===== config.mk =====
export PLATFORM = sky130hd
export DESIGN_NAME = uart_ctrl
export DESIGN_NICKNAME = d
export VERILOG_FILES = /design/src/rtl/uart_ctrl.sv
export SDC_FILE = /design/constraint.sdc
export NUM_CORES = 1
export LEC_CHECK = 0
export BUFFER_PORTS_ARGS = -buffer_cell sky130_fd_sc_hd__buf_2
export CAP_MARGIN = 20
export CORE_MARGIN = 1.5
export CORE_UTILIZATION = 36
export DETAILED_ROUTE_END_ITERATION = 6
export GPL_TIMING_DRIVEN = 0
export PLACE_DENSITY = 0.56
export SETUP_SLACK_MARGIN = 0.3
export SLEW_MARGIN = 10
export SYNTH_ARGS = -nofsm -noshare
export SYNTH_HDL_FRONTEND = slang
export SYNTH_SLANG_ARGS = --single-unit
export TNS_END_PERCENT = 50

===== constraint.sdc =====
create_clock -name clk -period 2.7 [get_ports clk]
set_input_delay 0.54 -clock clk [delete_from_list [all_inputs] [get_ports clk]]
set_output_delay 0.54 -clock clk [all_outputs]
set_load 0.05 [all_outputs]

===== src/rtl/uart_ctrl.sv =====
`timescale 1ns/1ps
`default_nettype none
// ============================================================================
// Module      : uart_ctrl
// Description : Bus-slave controller for one uart_tx / uart_rx pair. It holds
//               one byte pending transmit (double-buffered against the byte in
//               flight) and buffers received bytes in a small FIFO. It exposes
//               STATUS/DATA/CTRL registers and a level interrupt.
// Revision    : 1.0 - initial release
// ============================================================================
module uart_ctrl #(
    parameter int RX_DEPTH = 4,
    parameter int RX_PTR_W = 2
) (
    input  logic       clk,
    input  logic       reset,
    input  logic       cs,
    input  logic       rw,
    input  logic [1:0] addr,
    input  logic [7:0] wr_data,
    output logic [7:0] rd_data,
    output logic       rdy,
    output logic       irq,
    output logic       tx_start,
    output logic [7:0] tx_data,
    input  logic       tx_busy,
    input  logic       tx_end,
    input  logic       rx_busy,
    input  logic       rx_end,
    input  logic [7:0] rx_data
);

    localparam logic [1:0] c_ADDR_STATUS = 2'd0;
    localparam logic [1:0] c_ADDR_DATA   = 2'd1;
    localparam logic [1:0] c_ADDR_CTRL   = 2'd2;
    localparam logic [RX_PTR_W:0] c_PTR_ONE = {{RX_PTR_W{1'b0}}, 1'b1};

    typedef enum logic [1:0] {
        ST_IDLE      = 2'd0,
        ST_START     = 2'd1,
        ST_WAIT_BUSY = 2'd2,
        ST_WAIT_END  = 2'd3
    } tx_state_t;

    tx_state_t           r_state;
    tx_state_t           w_state_nxt;
    logic                w_tx_load;

    logic                r_hold_full;
    logic [7:0]          r_hold_data;
    logic [7:0]          r_tx_data;
    logic [1:0]          r_ctrl;
    logic                r_ovf;
    logic                r_drop;
    logic [RX_PTR_W:0]   r_wr_ptr;
    logic [RX_PTR_W:0]   r_rd_ptr;
    logic [7:0]          r_fifo_mem [RX_DEPTH];
    logic [7:0]          r_rd_data;
    logic                r_rdy;
    logic                r_irq;

    logic                w_wr;
    logic                w_rd;
    logic                w_fifo_empty;
    logic                w_fifo_full;
    logic                w_pop;
    logic                w_push;
    logic                w_ovf_set;
    logic                w_ovf_clr;
    logic                w_drop_clr;
    logic                w_hold_free;
    logic                w_data_wr;
    logic                w_hold_load;
    logic                w_drop_set;
    logic                w_tx_act;
    logic [7:0]          w_status;
    logic [7:0]          w_rd_mux;

    assign w_wr         = cs & ~rw;
    assign w_rd         = cs & rw;
    assign w_fifo_empty = (r_wr_ptr == r_rd_ptr);
    assign w_fifo_full  = (r_wr_ptr[RX_PTR_W] != r_rd_ptr[RX_PTR_W]) &&
                          (r_wr_ptr[RX_PTR_W-1:0] == r_rd_ptr[RX_PTR_W-1:0]);
    // A pop on an empty FIFO is a no-op; a push into a full FIFO succeeds
    // only when a pop frees the head slot in the same cycle.
    assign w_pop        = w_rd & (addr == c_ADDR_DATA) & ~w_fifo_empty;
    assign w_push       = rx_end & (~w_fifo_full | w_pop);
    assign w_ovf_set    = rx_end & w_fifo_full & ~w_pop;
    assign w_ovf_clr    = w_wr & (addr == c_ADDR_STATUS) & wr_data[2];
    assign w_drop_clr   = w_wr & (addr == c_ADDR_STATUS) & wr_data[5];
    // The holding byte is handed to the transmitter during START, so the
    // register is free to accept the next byte in that same cycle.
    assign w_hold_free  = ~r_hold_full | (r_state == ST_START);
    assign w_data_wr    = w_wr & (addr == c_ADDR_DATA);
    assign w_hold_load  = w_data_wr & w_hold_free;
    assign w_drop_set   = w_data_wr & ~w_hold_free;
    assign w_tx_act     = r_hold_full | (r_state != ST_IDLE);
    assign w_status     = {2'b00, r_drop, r_ovf, rx_busy, w_tx_act,
                           w_fifo_full, ~w_fifo_empty};

    // Read-data selection for the access being performed this cycle
    always_comb begin
        w_rd_mux = 8'h00;
        if (w_rd) begin
            case (addr)
                c_ADDR_STATUS: w_rd_mux = w_status;
                c_ADDR_DATA:   w_rd_mux = w_pop ? r_fifo_mem[r_rd_ptr[RX_PTR_W-1:0]] : 8'h00;
                c_ADDR_CTRL:   w_rd_mux = {6'b000000, r_ctrl};
                default:       w_rd_mux = 8'h00;
            endcase
        end
    end

    // Transmit sequencer next state; a pending byte after tx_end starts at once
    always_comb begin
        w_state_nxt = r_state;
        w_tx_load   = 1'b0;
        case (r_state)
            ST_IDLE: begin
                if (r_hold_full) begin
                    w_state_nxt = ST_START;
                    w_tx_load   = 1'b1;
                end
            end
            ST_START: w_state_nxt = ST_WAIT_BUSY;
            ST_WAIT_BUSY: begin
                if (tx_busy) w_state_nxt = ST_WAIT_END;
            end
            ST_WAIT_END: begin
                if (tx_end) begin
                    if (r_hold_full) begin
                        w_state_nxt = ST_START;
                        w_tx_load   = 1'b1;
                    end else begin
                        w_state_nxt = ST_IDLE;
                    end
                end
            end
            default: w_state_nxt = ST_IDLE;
        endcase
    end

    // Sequencer state, holding register and latched transmit byte
    always_ff @(posedge clk or posedge reset) begin
        if (reset) begin
            r_state     <= ST_IDLE;
            r_hold_full <= 1'b0;
            r_hold_data <= 8'h00;
            r_tx_data   <= 8'h00;
        end else begin
            r_state <= w_state_nxt;
            if (w_tx_load) r_tx_data <= r_hold_data;
            if (w_hold_load) begin
                r_hold_full <= 1'b1;
                r_hold_data <= wr_data;
            end else if (r_state == ST_START) begin
                r_hold_full <= 1'b0;
            end
        end
    end

    // Control register, sticky error flags and FIFO pointers (set beats clear)
    always_ff @(posedge clk or posedge reset) begin
        if (reset) begin
            r_ctrl   <= 2'b00;
            r_ovf    <= 1'b0;
            r_drop   <= 1'b0;
            r_wr_ptr <= '0;
            r_rd_ptr <= '0;
        end else begin
            if (w_wr && (addr == c_ADDR_CTRL)) r_ctrl <= wr_data[1:0];
            if (w_ovf_set)       r_ovf <= 1'b1;
            else if (w_ovf_clr)  r_ovf <= 1'b0;
            if (w_drop_set)      r_drop <= 1'b1;
            else if (w_drop_clr) r_drop <= 1'b0;
            if (w_push) r_wr_ptr <= r_wr_ptr + c_PTR_ONE;
            if (w_pop)  r_rd_ptr <= r_rd_ptr + c_PTR_ONE;
        end
    end

    // FIFO storage; contents are qualified by the pointers, so no reset needed
    always_ff @(posedge clk) begin
        if (w_push) r_fifo_mem[r_wr_ptr[RX_PTR_W-1:0]] <= rx_data;
    end

    // Registered bus response and interrupt level
    always_ff @(posedge clk or posedge reset) begin
        if (reset) begin
            r_rd_data <= 8'h00;
            r_rdy     <= 1'b0;
            r_irq     <= 1'b0;
        end else begin
            r_rd_data <= w_rd_mux;
            r_rdy     <= cs;
            r_irq     <= (r_ctrl[0] & ~w_fifo_empty) | (r_ctrl[1] & ~w_tx_act) | r_ovf;
        end
    end

    assign rd_data  = r_rd_data;
    assign rdy      = r_rdy;
    assign irq      = r_irq;
    assign tx_start = (r_state == ST_START);
    assign tx_data  = r_tx_data;

endmodule
`default_nettype wire


==> impl_metrics.csv <==
group,metric,value,unit
synthesis,synth_area,2970,um2
clock_tree,clockBufferDepth,2,
floorplan,die-area,8810,um2
routing,wl_met1,2430,um
synthesis,synth-seq-cells,71,
setup_path,critPathMaxFanout,10,
placement,io_buffers,43,
setup_path,critPathLaunch,"addr[0]",
global_route,grt_pass1_wl,8730,um
clock_tree,cts_tree,"yes",
synthesis,synthTopCellsByArea,"dfrtp_1 (33%), edfxtp_1 (32%), mux2_2 (7.6%)",
sta,slew_violations,0,
placement,place_hpwl,3680,um
synthesis,synth_cell_types,38,
synthesis,synth_top_cell_area_share,0.329,
final_layout,drive_gt1_frac,0.395,
placement,place.gp.congestion,0.690,
outcome,status,"finished clean",
routing,wirelength,5320,um
job,maxCapViolCount,0,
synthesis,syn_nets,218,
clock_tree,cts_buffers,9,
pwr,leakage,1.52,nW
sta,maxSlewHeadroom,0.509,
setup_path,cp-start-kind,"input pin",
setup_path,endpoint_kind,"register",
synthesis,syn_inst,182,
synthesis,synth.most_common_cell,"dfrtp_1",
global_route,grt_max_degree,38,
global_route,overflow,0,
floorplan,io_pins,45,
setup_path,r2r_cells,4,
setup_path,reg2reg_to,"r_fifo_mem[3][0]",
synthesis,yosysTopAreaCell,"dfrtp_1",
global_route,antenna_found_initial,0,
clock_tree,cts_resized,0,
clock_tree,cts_root_buf,"clkbuf_8",
sta,setup_tns,0,ns
clock_tree,clk-insertion-delay-late,0.35,ns
sta,finClkSkew,0.0100,ns
routing,top_layer,"met4",
synthesis,synth_edf_count,32,
sta,max_slew.worst_pin.slew,0.727,ns
routing,drt_iter0_markers,61,
final_layout,final_cell_count_no_fill,345,
final_layout,diodes,0,
setup_path,arrival,2.07,ns
pwr,clkPwrFrac,0.263,
floorplan,fp.dieH,93.8,um
min_path,hold_path_class,"in -> async",
final_layout,nFillCells,726,
pwr,vdd_drop_max,0.375,mV
floorplan,start_util,0.379,
pwr,switching_share,0.350,
routing,dr.pass1.iters,4,
routing,met2WireLength,2520,um
pwr,seq_power_share,0.401,
routing,ant_nets,0,
pwr,internal-power,2.62,mW
routing,drcViolationCount,0,
clock_tree,clkSinkCount,71,
final_layout,syn_to_final_growth,20.9,%
placement,placed_cells,329,
setup_path,reg2reg_from,"r_rd_ptr[0]",
sta,hold_violations,0,
routing,wl_met3,264,um
global_route,grt_use_total,0.134,
synthesis,synth_common_cells,"dfrtp_1 (39), edfxtp_1 (32), mux2_2 (20), ha_1 (10)",
synthesis,ys_warn_count,0,
floorplan,core_area,7850,um2
pwr,p_sw,1.41,mW
clock_tree,path_clk_slew,0.08,ns
synthesis,yosys_most_used_dff,"dfrtp_1",
pwr,comb_power_share,0.336,
routing,routedWlPerCell,15.4,um
sta,rsz0062_at_grt,"false",
floorplan,die_x,93.8,um
routing,route.vias.total,1671,
clock_tree,postCtsHoldBufs,0,
synthesis,async_flop_share,0.549,
setup_path,cp-endpoint,"r_fifo_mem[3][0]",
synthesis,synth_area_per_cell,16.3,um2
sta,fmax,497,MHz
clock_tree,cts_post_setup_buffers_inserted,0,
setup_path,r2r_slack,0.69,ns
global_route,grt_pass1_vias,1737,
clock_tree,htreeDepth,3,
floorplan,num_rows,32,
final_layout,nets,274,
sta,period_minus_slack,2.01,ns
routing,vias_per_cell,4.84,
sta,setup_viol_count_final,0,
setup_path,cp.required,2.76,ns
synthesis,synth-seq-area-share,0.652,
sta,finalCritPeriodShare,0.744,
setup_path,critPathKind,"in -> reg",
pwr,power_density,1120,nW/um2
==> state kept, by name (all words and copies together), names as in the netlist, 2 cells and up <==
signal / cells
r_ctrl: 2
r_fifo_mem: 32
r_hold_data: 8
r_rd_ptr: 3
r_state: 2
r_wr_ptr: 3
rd_data: 8
tx_data: 8
==> power by group through the flow <==
stage,Combinational (mW),Sequential (mW),Clock [mW]
final,1.35,1.62,1.06
after global routing,1.48,1.66,1.13
after CTS,1.37,1.62,1.09
after detailed placement,1.37,1.64,0
after global placement,1.35,1.63,0
after floorplan,0.825,1.85,0
==> critical path: stages <==
cell	delay, ns
clkbuf_1	0.31
nand4b_1	0.26
a41oi_1	0.68
buf_4	0.28
==> cell usage in the layout, fill, tap and decap left out, types with 6 or more instances in the layout <==
master,n
mux4_2,8
mux2_2,20
buf_2,44
inv_1,7
ha_1,10
edfxtp_1,32
dfrtp_1,39
a22o_1,6
clkbuf_8,9
nand2_1,6
==> routing by layer <==
| layer | vias up | GRT usage |
|---|---|---|
| li1 | 797 | - |
| met1 | 818 | 0.171 |
| met2 | 44 | 0.215 |
| met3 | 12 | 0.0364 |
| met4 | 0 | 0.0597 |
| met5 | - | 0 |
==> per-stage QoR <==
| stage | area [um2] | hold slack (ns) | worst slack (ns) | utilization | total power [mW] |
|---|---|---|---|---|---|
| after global routing | 3590 | 0.0373 | 0.532 | 0.458 | 4.27 |
| after floorplan | 2970 | 0.466 | 0.708 | - | 2.68 |
| after detailed placement | 3340 | 0.419 | 0.314 | 0.426 | 3.01 |
| final | 3590 | 0.0469 | 0.690 | 0.458 | 4.03 |
| after CTS | 3590 | 0.0322 | 0.652 | 0.458 | 4.08 |
| after global placement | 3310 | 0.483 | 0.128 | 0.422 | 2.98 |
==> layout make-up <==
type | count | area, um2 | share of cell area
flip-flops and latches | 71 | 1940 | 0.539
clock buffers | 9 | 124 | 0.0345
clock inverters | 7 | 128 | 0.0355
plain buffers | 3 | 16.3 | 0.00453
well taps | 102 | 128 | 0.0355
multi-input cells | 100 | 987 | 0.275
inverters | 8 | 30.0 | 0.00836
repair buffers | 45 | 243 | 0.0676
==> worst min path at each step <==
stage	endpoint	startpoint	cells after the start
4_1_cts	rd_data[7]	reset	2
2_1_floorplan	irq	r_ovf	2
6_report	rd_data[7]	reset	2
3_5_place_dp	rd_data[7]	reset	2
5_1_grt	rd_data[7]	reset	2
3_3_place_gp	tx_data[6]	r_hold_data[6]	1
==> cell families (layout without fill, tap and decap cells) <==
family	Yosys count	count (layout)	share of synthesized area
adders and majority gates	10	10	0.0421
buffers and inverters	11	72	0.0156
AOI/OAI and AO/OA	19	19	0.0539
xor gates and xnor gates	10	10	0.0295
muxes	29	29	0.140
DFF	71	71	0.652
and+or+nand+nor	32	32	0.0666
Power figures use the tool's default switching activity.
